--- config.mk ---
export PLATFORM = sky130hd
export DESIGN_NAME = pixel_uart_packer_flat
export DESIGN_NICKNAME = d
export VERILOG_FILES = /design/src/rtl/pixel_uart_packer_if.sv /design/src/rtl/pixel_uart_packer.sv /design/src/flat_wrapper.sv
export SDC_FILE = /design/constraint.sdc
export NUM_CORES = 1
export LEC_CHECK = 0
export BUFFER_PORTS_ARGS = -buffer_cell sky130_fd_sc_hd__buf_2
export CAP_MARGIN = 30
export CELL_PAD_IN_SITES_DETAIL_PLACEMENT = 1
export CELL_PAD_IN_SITES_GLOBAL_PLACEMENT = 1
export CORE_ASPECT_RATIO = 1.5
export CORE_MARGIN = 2
export CORE_UTILIZATION = 45
export CTS_CLUSTER_SIZE = 40
export DETAILED_ROUTE_END_ITERATION = 7
export GPL_TIMING_DRIVEN = 0
export PLACE_DENSITY = 0.79
export SYNTH_ARGS = -nofsm -noshare
export SYNTH_HDL_FRONTEND = slang
export SYNTH_SLANG_ARGS = --single-unit
--- constraint.sdc ---
create_clock -name CLK -period 5.7 [get_ports CLK]
set_input_delay 0.285 -clock CLK [delete_from_list [all_inputs] [get_ports CLK]]
set_output_delay 0.285 -clock CLK [all_outputs]
set_load 0.02 [all_outputs]
--- src/rtl/pixel_uart_packer_if.sv ---
// Bus bundle for pixel_uart_packer: capture-side pixel strobe plus the byte
// valid/ready handshake towards the UART transmitter.
interface pixel_uart_packer_if #(
   parameter int PixelBitWidth = 16
);
   logic                     i_frame_start;
   logic [PixelBitWidth-1:0] i_data;
   logic                     i_valid;
   logic [7:0]               o_tx_data;
   logic                     o_tx_valid;
   logic                     i_tx_ready;

   modport master (
      output i_frame_start,
      output i_data,
      output i_valid,
      output i_tx_ready,
      input  o_tx_data,
      input  o_tx_valid
   );

   modport slave (
      input  i_frame_start,
      input  i_data,
      input  i_valid,
      input  i_tx_ready,
      output o_tx_data,
      output o_tx_valid
   );
endinterface

--- src/rtl/pixel_uart_packer.sv ---
// Crops captured pixel words to the active window, buffers them in a FIFO and
// serialises them high byte first to a UART, with a marker pair ahead of each frame.
module pixel_uart_packer #(
   parameter int         PixelBitWidth     = 16,
   parameter int         FrameWidth        = 640,
   parameter int         FrameHeight       = 480,
   parameter int         ActiveFrameWidth  = 512,
   parameter int         ActiveFrameHeight = 384,
   parameter int         HOffset           = 64,
   parameter int         VOffset           = 48,
   parameter int         FifoDepth         = 16,
   parameter logic [7:0] MarkerHi          = 8'hA5,
   parameter logic [7:0] MarkerLo          = 8'h5A
) (
   input  logic                       CLK,
   input  logic                       RST,
   pixel_uart_packer_if.slave         bus,
   output logic                       o_overflow,
   output logic [$clog2(FifoDepth):0] o_level
);
   localparam int ColW   = $clog2(FrameWidth + 1);
   localparam int RowW   = $clog2(FrameHeight + 1);
   localparam int AddrW  = $clog2(FifoDepth);
   localparam int LvlW   = AddrW + 1;
   localparam int EntryW = PixelBitWidth + 1;

   localparam logic [ColW-1:0] ColFirst = ColW'(HOffset);
   localparam logic [ColW-1:0] ColEnd   = ColW'(HOffset + ActiveFrameWidth);
   localparam logic [ColW-1:0] ColLast  = ColW'(FrameWidth - 1);
   localparam logic [RowW-1:0] RowFirst = RowW'(VOffset);
   localparam logic [RowW-1:0] RowEnd   = RowW'(VOffset + ActiveFrameHeight);
   localparam logic [RowW-1:0] RowLast  = RowW'(FrameHeight - 1);
   localparam logic [LvlW-1:0] LvlFull  = LvlW'(FifoDepth);

   localparam logic [1:0] IDLE    = 2'd0;
   localparam logic [1:0] SEND_HI = 2'd1;
   localparam logic [1:0] SEND_LO = 2'd2;

   function automatic logic [7:0] hi_byte(input logic [EntryW-1:0] e);
      if (e[EntryW-1]) return MarkerHi;
      else             return e[PixelBitWidth-1 -: 8];
   endfunction

   function automatic logic [7:0] lo_byte(input logic [EntryW-1:0] e);
      if (e[EntryW-1]) return MarkerLo;
      else             return e[7:0];
   endfunction

   logic [ColW-1:0]   col_q, col_d;
   logic [RowW-1:0]   row_q, row_d;
   logic              done_q, done_d;
   logic [EntryW-1:0] mem_q [FifoDepth];
   logic [AddrW-1:0]  wr_ptr_q, wr_ptr_d, rd_ptr_q, rd_ptr_d;
   logic [LvlW-1:0]   level_q, level_d;
   logic              overflow_q, overflow_d;
   logic [1:0]        state_q, state_d;
   logic [EntryW-1:0] hold_q, hold_d;
   logic [7:0]        tx_data_q, tx_data_d;
   logic              tx_valid_q, tx_valid_d;

   logic              last_word_s, count_s, active_s, push_s, push_ok_s, pop_s;
   logic              full_s, empty_s, xfer_s;
   logic [EntryW-1:0] push_entry_s, head_s;

   assign full_s  = (level_q == LvlFull);
   assign empty_s = (level_q == LvlW'(0));
   assign head_s  = mem_q[rd_ptr_q];

   // Frame position tracking, cropping and FIFO entry selection.
   always_comb begin
      last_word_s = (col_q == ColLast) && (row_q == RowLast);
      count_s     = bus.i_valid && !bus.i_frame_start && !done_q;
      active_s    = (col_q >= ColFirst) && (col_q < ColEnd) &&
                    (row_q >= RowFirst) && (row_q < RowEnd);
      push_s      = bus.i_frame_start || (count_s && active_s);
      if (bus.i_frame_start) push_entry_s = {1'b1, {PixelBitWidth{1'b0}}};
      else                   push_entry_s = {1'b0, bus.i_data};

      col_d  = col_q;
      row_d  = row_q;
      done_d = done_q;
      if (bus.i_frame_start) begin
         col_d  = ColW'(0);
         row_d  = RowW'(0);
         done_d = 1'b0;
      end else if (count_s) begin
         if (last_word_s) begin
            done_d = 1'b1;
         end else if (col_q == ColLast) begin
            col_d = ColW'(0);
            row_d = row_q + RowW'(1);
         end else begin
            col_d = col_q + ColW'(1);
         end
      end else begin
         done_d = done_q;
      end
   end

   // FIFO bookkeeping; a pop in the same cycle frees room for a push when full.
   always_comb begin
      push_ok_s = push_s && (!full_s || pop_s);
      if (push_ok_s) wr_ptr_d = wr_ptr_q + AddrW'(1);
      else           wr_ptr_d = wr_ptr_q;
      if (pop_s) rd_ptr_d = rd_ptr_q + AddrW'(1);
      else       rd_ptr_d = rd_ptr_q;
      case ({push_ok_s, pop_s})
         2'b10:   level_d = level_q + LvlW'(1);
         2'b01:   level_d = level_q - LvlW'(1);
         default: level_d = level_q;
      endcase
      overflow_d = overflow_q || (push_s && !push_ok_s);
   end

   // Drain FSM; the output byte register is loaded directly from the popped
   // entry on back-to-back words so the link sees no idle cycle.
   always_comb begin
      state_d    = state_q;
      hold_d     = hold_q;
      tx_data_d  = tx_data_q;
      tx_valid_d = tx_valid_q;
      pop_s      = 1'b0;
      xfer_s     = tx_valid_q && bus.i_tx_ready;
      case (state_q)
         IDLE: begin
            if (!empty_s) begin
               pop_s   = 1'b1;
               hold_d  = head_s;
               state_d = SEND_HI;
            end else begin
               tx_valid_d = 1'b0;
            end
         end
         SEND_HI: begin
            if (!tx_valid_q) begin
               tx_valid_d = 1'b1;
               tx_data_d  = hi_byte(hold_q);
            end else if (xfer_s) begin
               tx_data_d = lo_byte(hold_q);
               state_d   = SEND_LO;
            end else begin
               state_d = SEND_HI;
            end
         end
         SEND_LO: begin
            if (xfer_s) begin
               if (!empty_s) begin
                  pop_s     = 1'b1;
                  hold_d    = head_s;
                  tx_data_d = hi_byte(head_s);
                  state_d   = SEND_HI;
               end else begin
                  tx_valid_d = 1'b0;
                  state_d    = IDLE;
               end
            end else begin
               state_d = SEND_LO;
            end
         end
         default: begin
            state_d    = IDLE;
            tx_valid_d = 1'b0;
         end
      endcase
   end

   // FIFO storage; contents are don't-care while the level says empty.
   always_ff @(posedge CLK) begin
      if (push_ok_s) mem_q[wr_ptr_q] <= push_entry_s;
   end

   // State registers.
   always_ff @(posedge CLK or posedge RST) begin
      if (RST) begin
         col_q      <= ColW'(0);
         row_q      <= RowW'(0);
         done_q     <= 1'b0;
         wr_ptr_q   <= AddrW'(0);
         rd_ptr_q   <= AddrW'(0);
         level_q    <= LvlW'(0);
         overflow_q <= 1'b0;
         state_q    <= IDLE;
         hold_q     <= EntryW'(0);
         tx_data_q  <= 8'h00;
         tx_valid_q <= 1'b0;
      end else begin
         col_q      <= col_d;
         row_q      <= row_d;
         done_q     <= done_d;
         wr_ptr_q   <= wr_ptr_d;
         rd_ptr_q   <= rd_ptr_d;
         level_q    <= level_d;
         overflow_q <= overflow_d;
         state_q    <= state_d;
         hold_q     <= hold_d;
         tx_data_q  <= tx_data_d;
         tx_valid_q <= tx_valid_d;
      end
   end

   assign bus.o_tx_data  = tx_data_q;
   assign bus.o_tx_valid = tx_valid_q;
   assign o_overflow     = overflow_q;
   assign o_level        = level_q;
endmodule
--- src/flat_wrapper.sv ---
// flat-port wrapper written by rule: the top's interface ports become plain ports
module pixel_uart_packer_flat 
#(
   parameter int         PixelBitWidth     = 16,
   parameter int         FrameWidth        = 640,
   parameter int         FrameHeight       = 480,
   parameter int         ActiveFrameWidth  = 512,
   parameter int         ActiveFrameHeight = 384,
   parameter int         HOffset           = 64,
   parameter int         VOffset           = 48,
   parameter int         FifoDepth         = 16,
   parameter logic [7:0] MarkerHi          = 8'hA5,
   parameter logic [7:0] MarkerLo          = 8'h5A
)
  (CLK, RST, o_overflow, o_level, bus_i_frame_start, bus_i_data, bus_i_valid, bus_i_tx_ready, bus_o_tx_data, bus_o_tx_valid);
  pixel_uart_packer_if #(.PixelBitWidth(PixelBitWidth)) bus_i ();
  input  logic CLK;
  input  logic RST;
  output logic o_overflow;
  output logic [$clog2(FifoDepth):0] o_level;
  input wire logic [$bits(bus_i.i_frame_start)-1:0] bus_i_frame_start;
  input wire logic [$bits(bus_i.i_data)-1:0] bus_i_data;
  input wire logic [$bits(bus_i.i_valid)-1:0] bus_i_valid;
  input wire logic [$bits(bus_i.i_tx_ready)-1:0] bus_i_tx_ready;
  output wire logic [$bits(bus_i.o_tx_data)-1:0] bus_o_tx_data;
  output wire logic [$bits(bus_i.o_tx_valid)-1:0] bus_o_tx_valid;
  assign bus_i.i_frame_start = bus_i_frame_start;
  assign bus_i.i_data = bus_i_data;
  assign bus_i.i_valid = bus_i_valid;
  assign bus_i.i_tx_ready = bus_i_tx_ready;
  assign bus_o_tx_data = bus_i.o_tx_data;
  assign bus_o_tx_valid = bus_i.o_tx_valid;
  pixel_uart_packer #(.PixelBitWidth(PixelBitWidth), .FrameWidth(FrameWidth), .FrameHeight(FrameHeight), .ActiveFrameWidth(ActiveFrameWidth), .ActiveFrameHeight(ActiveFrameHeight), .HOffset(HOffset), .VOffset(VOffset), .FifoDepth(FifoDepth), .MarkerHi(MarkerHi), .MarkerLo(MarkerLo)) u_core (.CLK(CLK), .RST(RST), .bus(bus_i), .o_overflow(o_overflow), .o_level(o_level));
endmodule
After elaboration in Yosys (flattened, before gate mapping). Memory sizes are Yosys's and may differ from the RTL's. Cells that the tools add are included.

Logic and storage cells: 104. Memories kept: 1. Register bits after elaboration: 62. Memory bits (writable): 272. Output and inout port bits: 15. Bits of input ports: 21.

Memory list: u_core.mem_q (words 16, width 17, read ports 1, clocked after Yosys merged registers in 0, wr ports 1, RTL line pixel_uart_packer.sv:52) `logic [EntryW-1:0] mem_q [FifoDepth];`.

Order comparisons: 4. Reductions and logical operators: 31. Mux-type cells: 38. Eq/ne operators: 13. $add $sub $neg: 6.

Operators with widths (number): $mux W8 (7); $mux W17 (3); $mux W10 (4); $mux W9 (4); $pmux W17 S2 (1); $pmux W8 S2 (1); $reduce_bool A2 Y1 (6); $add A10 B1 Y10 const B (1); $eq A10 B10 Y1 const B (1); $ge A10 B7 Y1 const B (1); $logic_and A1 B1 Y1 (10); $lt A10 B10 Y1 const B (1); $mux W1 (10); $pmux W5 S2 (1); $add A9 B1 Y9 const B (1); $eq A9 B9 Y1 const B (1); $ge A9 B6 Y1 const B (1); $lt A9 B9 Y1 const B (1); $add A4 B1 Y4 const B (2); $mux W2 (4); $reduce_and A2 Y1 (4); $ne A2 B2 Y1 const B (3); $pmux W2 S3 (1); $add A5 B1 Y5 const B (1); 14 further kinds (22).

Depth between registers and ports, before layout.
Word-level depth: 10. Gate-level depth with buffers: 13. Mapped depth without buffers: 11.

Worst setup path after synthesis. Ideal clock, no wire load.

Kind: flip-flop to flip-flop. From: reg u_core.col_q[6]. To: mem u_core.mem_q[3][0] (netlist name), enable pin. Arrival: 3.180 ns. Path buffers: 2. Setup slack: 2.079 ns. Stages on the path, launching flop included: 8. Path through: dfrtp_1 clkbuf_2 nor3_1 xnor2_1 a21oi_2 nand2b_1 buf_4 nor4b_1.

Cells in the longest elaborated chain, start to end: 9. Elaborated cells on any way between the ends: 10.

RTL lines: start, declared (RTL line pixel_uart_packer.sv:49) `logic [ColW-1:0] col_q, col_d;`; start signal, assigned (RTL line pixel_uart_packer.sv:175) `col_q <= ColW'(0);`; start signal, assigned (RTL line pixel_uart_packer.sv:187) `col_q <= col_d;`; $ge A10 B7 Y1 or $lt A10 B10 Y1 (tied branches) (RTL line pixel_uart_packer.sv:73) `active_s = (col_q >= ColFirst) && (col_q < ColEnd) &&`; $logic_and A1 B1 Y1 * (2 in series) (RTL line pixel_uart_packer.sv:73); $logic_and A1 B1 Y1 * (RTL line pixel_uart_packer.sv:74) `(row_q >= RowFirst) && (row_q < RowEnd);`; $logic_and A1 B1 Y1 * (RTL line pixel_uart_packer.sv:75) `push_s = bus.i_frame_start || (count_s && active_s);`; $logic_or A1 B1 Y1 * (RTL line pixel_uart_packer.sv:75); $logic_and A1 B1 Y1 * (RTL line pixel_uart_packer.sv:102) `push_ok_s = push_s && (!full_s || pop_s);`; $mux W1 * (RTL line pixel_uart_packer.sv:169) `if (push_ok_s) mem_q[wr_ptr_q] <= push_entry_s;`; $mux W1 (not written as such) * (RTL line pixel_uart_packer.sv:169); end, declared (RTL line pixel_uart_packer.sv:52).

Every way passes the cells marked *; elsewhere a longest branch is shown, timed or not.

Worst setup path in the final report.
From: reg u_core.col_q[6]. To: mem u_core.mem_q[2][12] (netlist name), enable pin.

Same word-level chain as after synthesis.

==> results.md <==
* Fin. max-slew vios at 0
* Wire per inst at 25.90 microns
* Async set or reset register ratio after synthesis at 0.1856
* Max Clock Freq at 313.4 MHz
* Outcome: finished, final reports clean
* Vias at 7,645
* Yosys Warn Count at 0
* Most Crowded Layer GR: met2
* Post-synth EDFFs at 272
* Leakage at 0.005520 uW
* Htree depth at 1
* Die width at 147.6 microns
* Top_reg_cell synth: edfxtp_1
* Headroom to the max-slew limit at 0.2909
* Worst-path clk slew at 0.07 ns
* Routed WL at 34,210 microns
* Cells after DPL at 1,262
* Synth-to-layout area growth at 14.84%
* Yosys cell types at 65
* Clock sinks at 334
* M3 GR Usage at 0.02703
* Clock root buffer: clkbuf_16
* Synthesized area per cell at 17.41 sq um
* Fin. Hold Viols at 0
* DR pass1 iterations at 5
* Commonest cells in the netlist: 272 x edfxtp_1, 64 x mux4_2, 62 x dfrtp_1
* Finished Layout Cells at 1,321
* RSZ-0062 raised after global routing: no
* Layout cells sized above 1 at 0.2638
* Synth Cell Area at 13,910 sq um
* Synth area leader: edfxtp_1
* Clk Latency, worst-skew pair at 0.58 ns
* HPWL Detailed at 23,950 microns
* Die area at 32,360 sq um
* Post-Syn Nets at 832
* DRT iter0 DRCs at 460
* Initial antenna violation count at 0
* # fillers at 2,823
* Worst EP arrival at 3.46 ns
* CTS max path bufs at 3
* Row cnt at 78
* Vias in the first global route at 8,412
* Type of origin of the critical path: register
* DRC violations left at 0
* Synth top area share at 0.5872
* Min-delay worst type: in2reg
* DR vias/cell at 5.787
* Crit. End Element: register
* Area of the multi-input gates at 3939 sq um
* Power per Cell Area at 490.9 nW/um^2
* Register area at 9719 sq um
* IO buf count at 35
* Final Cycle Share at 0.5599
* Least-Margin Pin Slew at 1.061 ns
* Max FO, Critical Path at 9
* Chip height at 219.3 microns
* Worst VDD drop at 0.3268 mV
* All-Layer GR Usage at 0.2179
* Global-route wire length before repair at 52,070 microns
* Most common cell in the netlist: edfxtp_1
* # setup viols final at 0
* Number of max-cap violations at 0
* Total core area at 30,350 sq um
* Starting Density at 0.4583
* Largest net degree at the start of global routing at 63
* Reg2reg setup slack at 2.51 ns
* Io pins at 36
* Sequential-to-total area share from yosys stat at 0.6987
* Postcts setup bufs at 0
* Met2 Resource Use GR at 0.3943
* Kind of critical path: reg2reg
* Final Util at 0.5263
* Nets at 930
* Remaining antenna violation count after routing at 0
* Grt ovf at 0
* Met1 GRT Util at 0.2621
* Synth Instances at 799
* Skew final at 0.02252 ns
* Gpl congestion at 0.7893
* Largest cells by area after synthesis: edfxtp_1 59%, dfrtp_1 11%, mux4_2 10%
* Ant. Diodes at 0
* CTS tree: built
* CP required at 5.97 ns
* Synthesis-stage register bit count at 334
* Fin crit period at 3.191 ns
* TritonCTS buffer count at 30
-- what timing repair did --
action                    in CTS  in global routing
hold buffers                   2                  0
hold endpoints to repair      63                  0
gates resized for setup        0                  0
-- cell families after synthesis --
family	Yosys count	synth area share
adders and majority gates	12	0.01133
buffers and inverters	57	0.02258
and+or+nand+nor	187	0.07106
xor gates and xnor gates	24	0.01511
muxes	98	0.1333
AOI/OAI and AO/OA	87	0.04785
DFF	334	0.6987
-- sequential cells by signal, indices dropped and copies added, names as in the netlist --
register               flops
u_core.o_level             5
u_core.hold_q             17
u_core.state_q             2
u_core.done_q              1
u_core.mem_q             272
u_core.rd_ptr_q            4
u_core.wr_ptr_q            4
u_core.bus.o_tx_data       8
u_core.col_q              10
u_core.row_q               9
u_core.o_overflow          1
u_core.bus.o_tx_valid      1
-- where the power goes --
group          internal, uW  switching, uW  leakage [uW]
logic                  1120           1520       0.00179
clock network          1130            890      0.000469
registers              3000            184       0.00326
-- path summary, 6_finish.rpt --
kind,from,endpoint,depth (start not counted)
max,u_core.col_q[6],u_core.mem_q[2][12],9
min,bus_i_valid,u_core.done_q,3
max reg2reg,u_core.col_q[6],u_core.mem_q[2][12],9
min reg2reg,u_core.o_overflow,u_core.o_overflow,1
max in group asynchronous,RST,u_core.hold_q[9],3
min in group asynchronous,RST,u_core.o_level[1],3
-- layout make-up --
class,instances,share of cell area
Tap cell,400,0.03133
Inverter,13,0.003211
Sequential cell,334,0.6084
Clock buffer,37,0.04997
Clock inverter,19,0.01089
Buffer,44,0.01661
Multi-Input combinational cell,408,0.2466
Timing Repair Buffer,66,0.03298
-- stage by stage --
| stage | setup slack [ns] | TNS (ns) | area [sq um] | total power, uW | hold slack [ns] |
|---|---|---|---|---|---|
| floorplan | 2.079 | 0 | 13910 | 4997 | 0.3839 |
| global placement | -0.9141 | -31.74 | 14590 | 5681 | 0.4661 |
| detailed placement | 2.556 | 0 | 14970 | 5869 | 0.4601 |
| CTS | 2.514 | 0 | 15970 | 7899 | 0.02238 |
| global route | 2.359 | 0 | 15970 | 8176 | 0.05615 |
| finish | 2.509 | 0 | 15970 | 7842 | 0.04165 |
-- placed cells by master, fill, tap and decap left out, drive strengths merged, types with 6 or more instances in the layout --
| cell | count |
|---|---|
| nand4 | 6 |
| nor3 | 7 |
| dfrtp | 62 |
| nand3 | 13 |
| o21ai | 24 |
| edfxtp | 272 |
| buf | 97 |
| xnor2 | 16 |
| a22o | 8 |
| nand2 | 38 |
| inv | 14 |
| nor2b | 21 |
| nor4 | 6 |
| nor2 | 60 |
| a21oi | 15 |
| mux2i | 27 |
| clkbuf | 48 |
| xor2 | 8 |
| a211oi | 6 |
| nand2b | 7 |
| ha | 11 |
| clkinv | 12 |
| a221oi | 20 |
| mux4 | 68 |
-- metal layers --
metal,wire length [microns],vias to the layer above
li1,-,3339
met1,13110,4016
met2,18200,227
met3,1542,63
met4,1358,0
met5,0,-
-- critical path, stage by stage, from the launching register on --
cell and delay (ns):
dfrtp_1 0.36, clkbuf_2 0.16, nor3_1 0.26, xnor2_1 0.21, a21oi_2 0.14, nand2b_1 0.18, buf_4 0.20, nor4b_2 0.84
buf_4 0.33, buf_4 0.20
Power figures use the tool's default switching activity.
